`config.mk`:
```
export PLATFORM = sky130hd
export DESIGN_NAME = seqmul_param
export DESIGN_NICKNAME = d
export VERILOG_FILES = /design/src/rtl/seqmul_param.sv
export SDC_FILE = /design/constraint.sdc
export NUM_CORES = 1
export LEC_CHECK = 0
export BUFFER_PORTS_ARGS = -buffer_cell sky130_fd_sc_hd__buf_2
export CORE_MARGIN = 2
export CORE_UTILIZATION = 50
export CTS_CLUSTER_SIZE = 14
export DETAILED_ROUTE_END_ITERATION = 10
export GPL_TIMING_DRIVEN = 0
export PLACE_DENSITY = 0.75
export RECOVER_POWER = 25
export SLEW_MARGIN = 20
export SYNTH_ARGS = -nofsm -noshare
export SYNTH_HDL_FRONTEND = slang
export SYNTH_SLANG_ARGS = --single-unit
```
`constraint.sdc`:
```
create_clock -name clk -period 3.3 [get_ports clk]
set_clock_uncertainty 0.05 [all_clocks]
set_input_delay 0 -clock clk [delete_from_list [all_inputs] [get_ports clk]]
set_output_delay 0 -clock clk [all_outputs]
set_load 0.05 [all_outputs]
```
`src/rtl/seqmul_param.sv`:
```
// seqmul_param: iterative multiplier retiring BITS_PER_CYCLE multiplier bits per clock; SEQMUL_SIGNED_EN adds signed_mode.
// Latency N+1 cycles from accepted start to done pulse; start is ignored while busy and never queued.
module seqmul_param #(
    parameter int WIDTH          = 64,
    parameter int BITS_PER_CYCLE = 1
) (
    input  logic                 clk,
    input  logic                 rst,
    input  logic                 start,
    input  logic [WIDTH-1:0]     a,
    input  logic [WIDTH-1:0]     b,
`ifdef SEQMUL_SIGNED_EN
    input  logic                 signed_mode,
`endif
    output logic                 busy,
    output logic                 done,
    output logic [2*WIDTH-1:0]   result
);

    localparam int K  = BITS_PER_CYCLE;
    localparam int N  = WIDTH / BITS_PER_CYCLE;
    localparam int CW = (N > 1) ? $clog2(N) : 1;

    typedef enum logic [1:0] {IDLE, RUN, DONE} state_t;

    state_t               state;
    state_t               state_nxt;
    logic [WIDTH-1:0]     mcand;
    logic [WIDTH-1:0]     mplr;
    logic [WIDTH-1:0]     acc;
    logic [CW-1:0]        count;
    logic                 neg;

    logic                 accept;
    logic                 last;
    logic [WIDTH+K-1:0]   mc_ext;
    logic [WIDTH+K-1:0]   mp_ext;
    logic [WIDTH+K-1:0]   pp;
    logic [WIDTH+K-1:0]   sum;
    logic [2*WIDTH+K-1:0] shifted_full;
    logic [2*WIDTH-1:0]   shifted;
    logic [2*WIDTH-1:0]   prod_final;
    logic [WIDTH-1:0]     a_mag;
    logic [WIDTH-1:0]     b_mag;
    logic                 neg_in;

    // One radix-2^K step: the sum cannot overflow W+K bits, so no carry is lost.
    always_comb begin
        mc_ext       = {{K{1'b0}}, mcand};
        mp_ext       = {{WIDTH{1'b0}}, mplr[K-1:0]};
        pp           = mc_ext * mp_ext;
        sum          = pp + {{K{1'b0}}, acc};
        shifted_full = {sum, mplr} >> K;
        shifted      = shifted_full[2*WIDTH-1:0];
        prod_final   = neg ? (~shifted + {{(2*WIDTH-1){1'b0}}, 1'b1}) : shifted;
        last         = (count == CW'(N - 1));
    end

`ifdef SEQMUL_SIGNED_EN
    // Signed ops run on magnitudes; the most negative value still fits as an unsigned magnitude.
    always_comb begin
        neg_in = signed_mode & (a[WIDTH-1] ^ b[WIDTH-1]);
        a_mag  = (signed_mode && a[WIDTH-1]) ? (~a + {{(WIDTH-1){1'b0}}, 1'b1}) : a;
        b_mag  = (signed_mode && b[WIDTH-1]) ? (~b + {{(WIDTH-1){1'b0}}, 1'b1}) : b;
    end
`else
    always_comb begin
        neg_in = 1'b0;
        a_mag  = a;
        b_mag  = b;
    end
`endif

    always_ff @(posedge clk) begin
        if (rst) begin
            state <= IDLE;
        end else begin
            state <= state_nxt;
        end
    end

    always_comb begin
        state_nxt = state;
        accept    = 1'b0;
        busy      = 1'b0;
        done      = 1'b0;
        case (state)
            IDLE: begin
                if (start) begin
                    accept    = 1'b1;
                    state_nxt = RUN;
                end
            end
            RUN: begin
                busy = 1'b1;
                if (last) begin
                    state_nxt = DONE;
                end
            end
            DONE: begin
                done = 1'b1;
                if (start) begin
                    accept    = 1'b1;
                    state_nxt = RUN;
                end else begin
                    state_nxt = IDLE;
                end
            end
            default: state_nxt = IDLE;
        endcase
    end

    always_ff @(posedge clk) begin
        if (rst) begin
            mcand  <= '0;
            mplr   <= '0;
            acc    <= '0;
            count  <= '0;
            neg    <= 1'b0;
            result <= '0;
        end else if (accept) begin
            mcand <= a_mag;
            mplr  <= b_mag;
            acc   <= '0;
            count <= '0;
            neg   <= neg_in;
        end else if (state == RUN) begin
            acc   <= shifted[2*WIDTH-1:WIDTH];
            mplr  <= shifted[WIDTH-1:0];
            count <= count + CW'(1);
            if (last) begin
                result <= prod_final;
            end
        end
    end

endmodule

```
* Word-level counts from Yosys, hierarchy flattened
Cells that the tools add are included.
** Operators by class
- Add/subtract/negate cells :: 2
- $mul :: 1
- Equal/unequal tests :: 5
- Muxes and demuxes :: 10
- Bitwise logic cells :: 1
- Reductions and logical operators :: 6
** Operators with widths (count)
- 64-bit two-way mux :: 2
- 65-bit by 64-bit adder with 65-bit output :: 1
- 64-bit by 1-bit multiplier with 65-bit output :: 1
- 6-bit by 1-bit adder with 6-bit output, second input constant :: 1
- 6-bit equality test, second input constant :: 1
- 2-bit case mux with 3 select lines :: 1
- 1-bit two-way mux :: 5
- 2-bit two-way mux :: 2
- 2-bit != test, second input constant :: 2
- 2-bit OR reduction :: 2
- 3-bit AND reduction :: 1
- 2-bit by 1-bit equality test with 1-bit output, second input constant :: 1
- 2-bit equality test, second input constant :: 1
- 2-bit zero test :: 1
- 2-bit AND reduction :: 1
- 2-bit nonzero test :: 1
- 1-bit inverter :: 1
** Word-level totals
- Bits in registers :: 328
- Bits of input ports :: 131
- Output and inout bits :: 130

* Depth between registers and ports, before layout
Gate-level depths: netlist (run 1).
- Word-level depth :: 5
- Depth in mapped cells :: 15

* Least setup slack after synthesis (run 1)
No wires, ideal clock.
- Path kind :: reg-to-reg
- Start :: reg mplr[0]
- End :: reg result[99]
- Library setup time :: 134 ps
- Arrival time :: 3127 ps
- Required time :: 3116 ps
- Path slack :: -11 ps
- Stages on the path, launching flop included :: 16
- Path buffers :: 2
- Clock period less this slack :: 3311 ps
- Cells stage by stage :: dfxtp_1 > clkbuf_1 > clkbuf_1 > and2_1 > ha_1 > fa_1 > a21oi_1 > o22ai_2 > nor4_2 > nor4_4 > o21ai_1 > nand2b_1 > a211o_1 > a31oi_1 > xor2_1 > o22ai_1
** On the way
- Cells in the longest elaborated chain, start to end :: 2
** Ends and longest elaborated chain
- from (decl) :: RTL line 29 : logic [WIDTH-1:0] mplr;
- from (signal assigned) :: RTL line 123 : mplr <= b_mag;
- from (signal assigned) :: RTL line 129 : mplr <= shifted[WIDTH-1:0];
- 64-bit by 1-bit multiplier with 65-bit output :: RTL line 51 : pp = mc_ext * mp_ext;
- 65-bit by 64-bit adder with 65-bit output :: RTL line 52 : sum = pp + {{K{1'b0}}, acc};
- to (signal assigned) :: RTL line 132 : result <= prod_final;
- to (decl) :: RTL line 17 : output logic [2*WIDTH-1:0] result
Every way passes these cells.
A chain may end at the register's enable or synchronous reset.

* Worst setup path after layout (run 1)
- Start :: reg mplr[0]
- End :: reg acc[59]
** On the way
- Cells in the longest elaborated chain, start to end :: 2
** Ends and longest elaborated chain
- 64-bit by 1-bit multiplier with 65-bit output :: RTL line 51
- 65-bit by 64-bit adder with 65-bit output :: RTL line 52
- to (signal assigned) :: RTL line 128 : acc <= shifted[2*WIDTH-1:WIDTH];
- to (decl) :: RTL line 30 : logic [WIDTH-1:0] acc;
Every way passes these cells.

==> results of run 1 <==
-- power by group --
group / switching (uW) / internal (uW)
combinational: 595 / 416
clock: 1640 / 2200
sequential: 96.8 / 4100
-- cell usage after synthesis (all sizes together) (26+ instances only) --
cell type  instances  area (um2)
inv               26        97.6
buf               29         125
clkbuf           120         450
nor2             131         504
o21ai             45         233
a21o              33         248
nand2            501        1890
and2              67         419
dfxtp            328        6570
nor3              78         390
a21oi            294        1490
o22ai             77         494
ha                65         813
xnor2             28         245
nand3             61         305
-- logic make-up after synthesis --
logic type / share of synthesized area
AO/OA/AOI/OAI: 0.206
XOR/XNOR: 0.0275
AND/OR/NAND/NOR: 0.258
adder cells (fa/ha/maj): 0.0524
multiplexers: 0.000630
flip-flops: 0.413
buffers and inverters: 0.0423
-- path summary, 6_finish.rpt --
check / slack [ns] / endpoint / cells after the start
max: -0.18 / acc[59]$_SDFFE_PP0P_ / 15
min: 0.19 / mcand[50]$_SDFFE_PP0P_ / 4
max reg2reg: -0.18 / acc[59]$_SDFFE_PP0P_ / 15
min reg2reg: 0.40 / mcand[28]$_SDFFE_PP0P_ / 2
-- metrics by stage --
stage / setup TNS, ns / hold slack [ns] / total power [uW]
floorplan: 0 / 0.0860 / 4750
global placement: -59.09 / 0.192 / 5030
detailed placement: -62.37 / 0.198 / 5050
CTS: -2.85 / 0.183 / 8990
global route: -7.57 / 0.212 / 9330
finish: -2.42 / 0.186 / 9050
-- critical path, cell delays in order (launching register included) --
cell	delay (ns)
dfxtp_2	0.34
clkbuf_16	0.18
clkbuf_16	0.14
and2_4	0.14
ha_4	0.15
fa_2	0.24
a21oi_4	0.07
o22ai_4	0.16
nor4_4	0.07
nor4_4	0.49
o2111ai_4	0.23
nand2_4	0.17
a21oi_4	0.08
o31a_1	0.35
or4_1	0.48
nand3_1	0.08
-- area by class of cell --
class,count,share of cell area
Sequential cell,328,0.303
Inverter,26,0.00450
Timing Repair Buffer,456,0.139
Clock buffer,44,0.0457
Tap cell,402,0.0232
Buffer,146,0.0310
Multi-Input combinational cell,1580,0.450
Clock inverter,10,0.00415
-- state kept, by name, indices dropped and copies added (netlist names) --
name	cells
mcand	64
acc	64
state	2
mplr	64
result	128
count	6
-- repair_timing --
item | 4_1_cts | 5_1_grt
hold buffers | 129 | 0
gates resized for setup | 117 | 136
endpoints found under the setup margin | 110 | 79
gates cloned | 0 | 1
setup buffers | 42 | 24
pin swaps | 54 | 48
endpoints found under the hold margin | 133 | 0
-- per-layer routing --
layer / up-vias / global-route usage / wire [um]
met5: - / 0 / 0
met4: 0 / 0.143 / 2890
met3: 212 / 0.0459 / 3620
met2: 710 / 0.551 / 26900
met1: 8168 / 0.404 / 23200
li1: 8199 / - / -
==> reports/metrics.yaml, run 1 <==
min_path_type: "in2reg"
fin_cells: 2992
status: "finished, violations left"
cts_tree: "done"
final_nets: 2771
fmax_ghz: 0.287
grt_pass1_vias: 16569
vdd_ir_drop_max_mv: 0.276
finalSetupViolations: 35
seq_area_um2: 6570
maxCapViolations: 0
syn_nets: 2280
final_hold_viol_count: 0
layout_common_cells: "nand2_1, dfxtp_1, a21oi_1"
cts_sinks: 328
dr.pass1.iters: 5
cp.arrival_ns: 3.90
gp_congestion: 0.991
worst_slack_ns: -0.185
wire_per_inst_um: 18.9
hold_start: "a[50]"
grt_first_pass_wirelength_um: 86000
ys_ff_latch: 328
fin_area_um2: 21700
crit_path_start: "mplr[0]$_SDFFE_PP0P_"
coreArea_um2: 31500
start_kind: "flip-flop"
via_per_inst: 5.78
wirelength_um: 56600
cts_buffers: 36
clk_pin_slew_worst_paths_ns: 0.06
final_core_util: 0.689
period_needed_ns: 3.48
multi_input_area_um2: 9760
clock-root-buffer: "clkbuf_16"
worstMarginPinSlew_ns: 1.12
vias: 17289
leakage_uw: 0.00844
ys.flop_type: "dfxtp_1"
dpl.hpwl_um: 38700
ys_async_sr_fraction: 0
antenna_cells: 0
drtIter0Drc: 1287
place_ws_ns: -1.17
initial_core_util: 0.505
required_ns: 3.71
synth_cell_type_count: 81
die_width_um: 182
grt_overflow: 0
antenna_found_initial: 0
slew_violations: 0
grtUsageTotal: 0.322
netlist_area_um2: 15900
final_common_cell: "nand2_1"
powerDensity_nw_per_um2: 417
fp.dieArea_um2: 33200
num_io_pins: 261
dpl.cell_count: 2745
drive_above_1_share: 0.186
path_class: "reg2reg"
synth_edf_count: 0
postSynthCellCount: 2083
portBuffers: 260
post_dp_cell_area_um2: 17700
seq_area_frac_synth: 0.413
yosysWarnings: 0
htreeDepth: 2
syn_to_final_growth_pct: 36.5
row_count: 65
cts_buffer_depth: 3
grt_max_degree: 14
period_share: 1.06
relSlewSlack: 0.253
drc: 0
worstPathMaxFanout: 9
critPathCaptureType: "flip-flop"
n_fill_cell: 2544
syn_avg_cell_area_um2: 7.63
rsz0062_at_grt: "yes"
clkLatencyLatePin_ns: 0.54
violations: "negative setup slack"
die_h_um: 182
drtAntennaViolNets: 0
r2r-start: "mplr[0]$_SDFFE_PP0P_"
(Power assumes the default switching activity.)
==> run 2: changes to the inputs <==
CELL_PAD_IN_SITES_DETAIL_PLACEMENT = 0   (was not set)
CELL_PAD_IN_SITES_GLOBAL_PLACEMENT = 1   (was not set)
CORE_UTILIZATION = 37   (was 50)
GPL_TIMING_DRIVEN = not set   (was 0)
PLACE_DENSITY = not set   (was 0.75)
PLACE_DENSITY_LB_ADDON = 0.1   (was not set)
==> reports/metrics.yaml, run 2 (synthesis results as in run 1) <==
period_needed_ns: 3.28
worstPathMaxFanout: 17
grt_first_pass_wirelength_um: 84600
finalSetupViolations: 0
cp_slowest_stage_delay_ns: 0.45
maxCapViolations: 0
top_register: "result"
hold_end: "acc[54]$_SDFFE_PP0P_"
cts_tree: "done"
powerDensity_nw_per_um2: 435
grtUsageTotal: 0.235
initial_core_util: 0.377
rsz0062_at_grt: "yes"
sw_frac_of_total: 0.250
syn_to_final_growth_pct: 38.4
vdd_ir_drop_max_mv: 0.434
p_comb_frac: 0.103
cp.arrival_ns: 3.63
fmax_ghz: 0.305
critPathCaptureType: "flip-flop"
dr.pass1.iters: 7
drtIter0Drc: 935
p_int_uw: 7180
layout_common_cells: "nand2_1, dfxtp_1, a21oi_1"
post_dp_cell_area_um2: 18400
slew_violations: 0
num_io_pins: 261
vias: 16271
leakage_uw: 0.00887
switchingPower_uw: 2400
drive_above_1_share: 0.178
worst_slack_ns: 0.0243
drtAntennaViolNets: 0
coreArea_um2: 42200
grt_max_degree: 149
cts_buffers: 39
die_width_um: 211
start_kind: "flip-flop"
r2r_end: "result[99]$_SDFFE_PP0P_"
final_hold_viol_count: 0
final_common_cell: "nand2_1"
drc: 0
slowest_stage: "o31ai_2"
row_count: 75
r2r_slack_ns: 0.02
clk_pin_slew_worst_paths_ns: 0.06
p_seq_frac: 0.438
crit_path_cell_trace: "buf_12, and2_1, ha_1, a211oi_2, nor2_2, o31ai_2, nor4_4, o21ai_2, nand2b_1, a211o_1, a31oi_1, xor2_1, o22ai_1"
cts_sinks: 328
grt_pass1_vias: 16009
place_ws_ns: -0.0828
period_share: 0.993
cts_buffer_depth: 3
worstMarginPinSlew_ns: 0.811
largest_reg_flops: 128
ff2ff_path_depth: 13
wire_per_inst_um: 17.4
dpl.hpwl_um: 35600
clock-root-buffer: "clkbuf_16"
status: "completed"
final_nets: 2751
htreeDepth: 2
antenna_cells: 0
min_path_cells: 5
r2r-start: "mplr[0]$_SDFFE_PP0P_"
fin_area_um2: 22000
clkLatencyLatePin_ns: 0.56
wirelength_um: 54200
gp_congestion: 0.891
antenna_found_initial: 0
min_path_type: "in2reg"
fp.dieArea_um2: 44700
required_ns: 3.65
via_per_inst: 5.21
final_core_util: 0.521
path_class: "reg2reg"
grt_overflow: 0
total_power_uw: 9580
clkPwrFrac: 0.459
relSlewSlack: 0.460
die_h_um: 211
hold_start: "start"
portBuffers: 260
[run 2: cell types whose count changed in the layout (fill, tap and decap cells not counted), moves of 7 or more]
cell,change
clkbuf_1,-99
buf_2,-11
a21oi_1,+15
buf_1,-16
ha_2,-8
xnor2_1,+7
xnor2_2,-7
a21oi_2,-13
buf_6,-8
clkbuf_8,+8
ha_1,+12
dlygate4sd3_1,+49
buf_4,+66
[run 2: worst max-delay path: cells and delay by family, from the launching register on]
kind | cells | cell delay [ns]
AOI/OAI and AO/OA | 6 | 1.57
and+or+nand+nor | 4 | 0.49
DFF | 1 | 0.39
adders and majority gates | 1 | 0.24
xor gates and xnor gates | 1 | 0.21
buffers and inverters | 1 | 0.16
[run 2: repair_timing]
action                                 4_1_cts  5_1_grt
resized for setup                           11       87
hold buffers                               178        0
gates cloned                                 0        2
pin swaps                                    4       23
endpoints found under the hold margin      147        0
setup endpoints to repair                   21       69
setup buffers                                0       12
[run 2: layout make-up]
| cell class | instances | area (um2) |
|---|---|---|
| fill | 4244 | 20200 |
| multi-input combinational | 1580 | 9220 |
| sequential | 328 | 6570 |
| timing repair buffer | 579 | 4140 |
| clock buffer | 60 | 1190 |
| tap | 539 | 674 |
| clock inverter | 9 | 121 |
| inverter | 26 | 97.6 |
[run 2: per-layer routing]
layer,GRT usage,vias up,part of all wire,routed length (um)
li1,-,8154,-,-
met1,0.309,7726,0.46,25100
met2,0.403,330,0.48,25800
met3,0.0355,61,0.042,2270
met4,0.0593,0,0.019,1050
met5,0,-,0,0
[run 2: how the worst max path moves through the flow]
stage / slack [ns] / startpoint / endpoint / cells after the start
CTS: -0.04 / mcand[4]$_SDFFE_PP0P_ / result[114]$_SDFFE_PP0P_ / 12
global placement: -0.06 / mplr[0]$_SDFFE_PP0P_ / result[99]$_SDFFE_PP0P_ / 13
global route: -0.14 / mplr[0]$_SDFFE_PP0P_ / result[99]$_SDFFE_PP0P_ / 13
floorplan: 0.07 / mplr[0]$_SDFFE_PP0P_ / result[99]$_SDFFE_PP0P_ / 15
finish: 0.02 / mplr[0]$_SDFFE_PP0P_ / result[99]$_SDFFE_PP0P_ / 13
detailed placement: -0.08 / mplr[0]$_SDFFE_PP0P_ / result[114]$_SDFFE_PP0P_ / 13
[run 2: power groups by stage]
stage | registers, uW | logic (uW) | clock network (uW)
final | 4200 | 987 | 4390
after CTS | 4200 | 962 | 4510
after global placement | 4280 | 772 | 0
after floorplan | 4250 | 497 | 0
after detailed placement | 4280 | 778 | 0
after global routing | 4220 | 1080 | 4670
[run 2: metrics by stage]
stage	instances	hold WS, ns	setup TNS (ns)
2_1_floorplan	2083	0.0860	0
3_3_place_gp	2860	0.190	-0.115
3_5_place_dp	2860	0.197	-0.462
4_1_cts	3107	0.0749	-0.0799
5_1_grt	3121	0.115	-3.32
6_report	3121	0.126	0
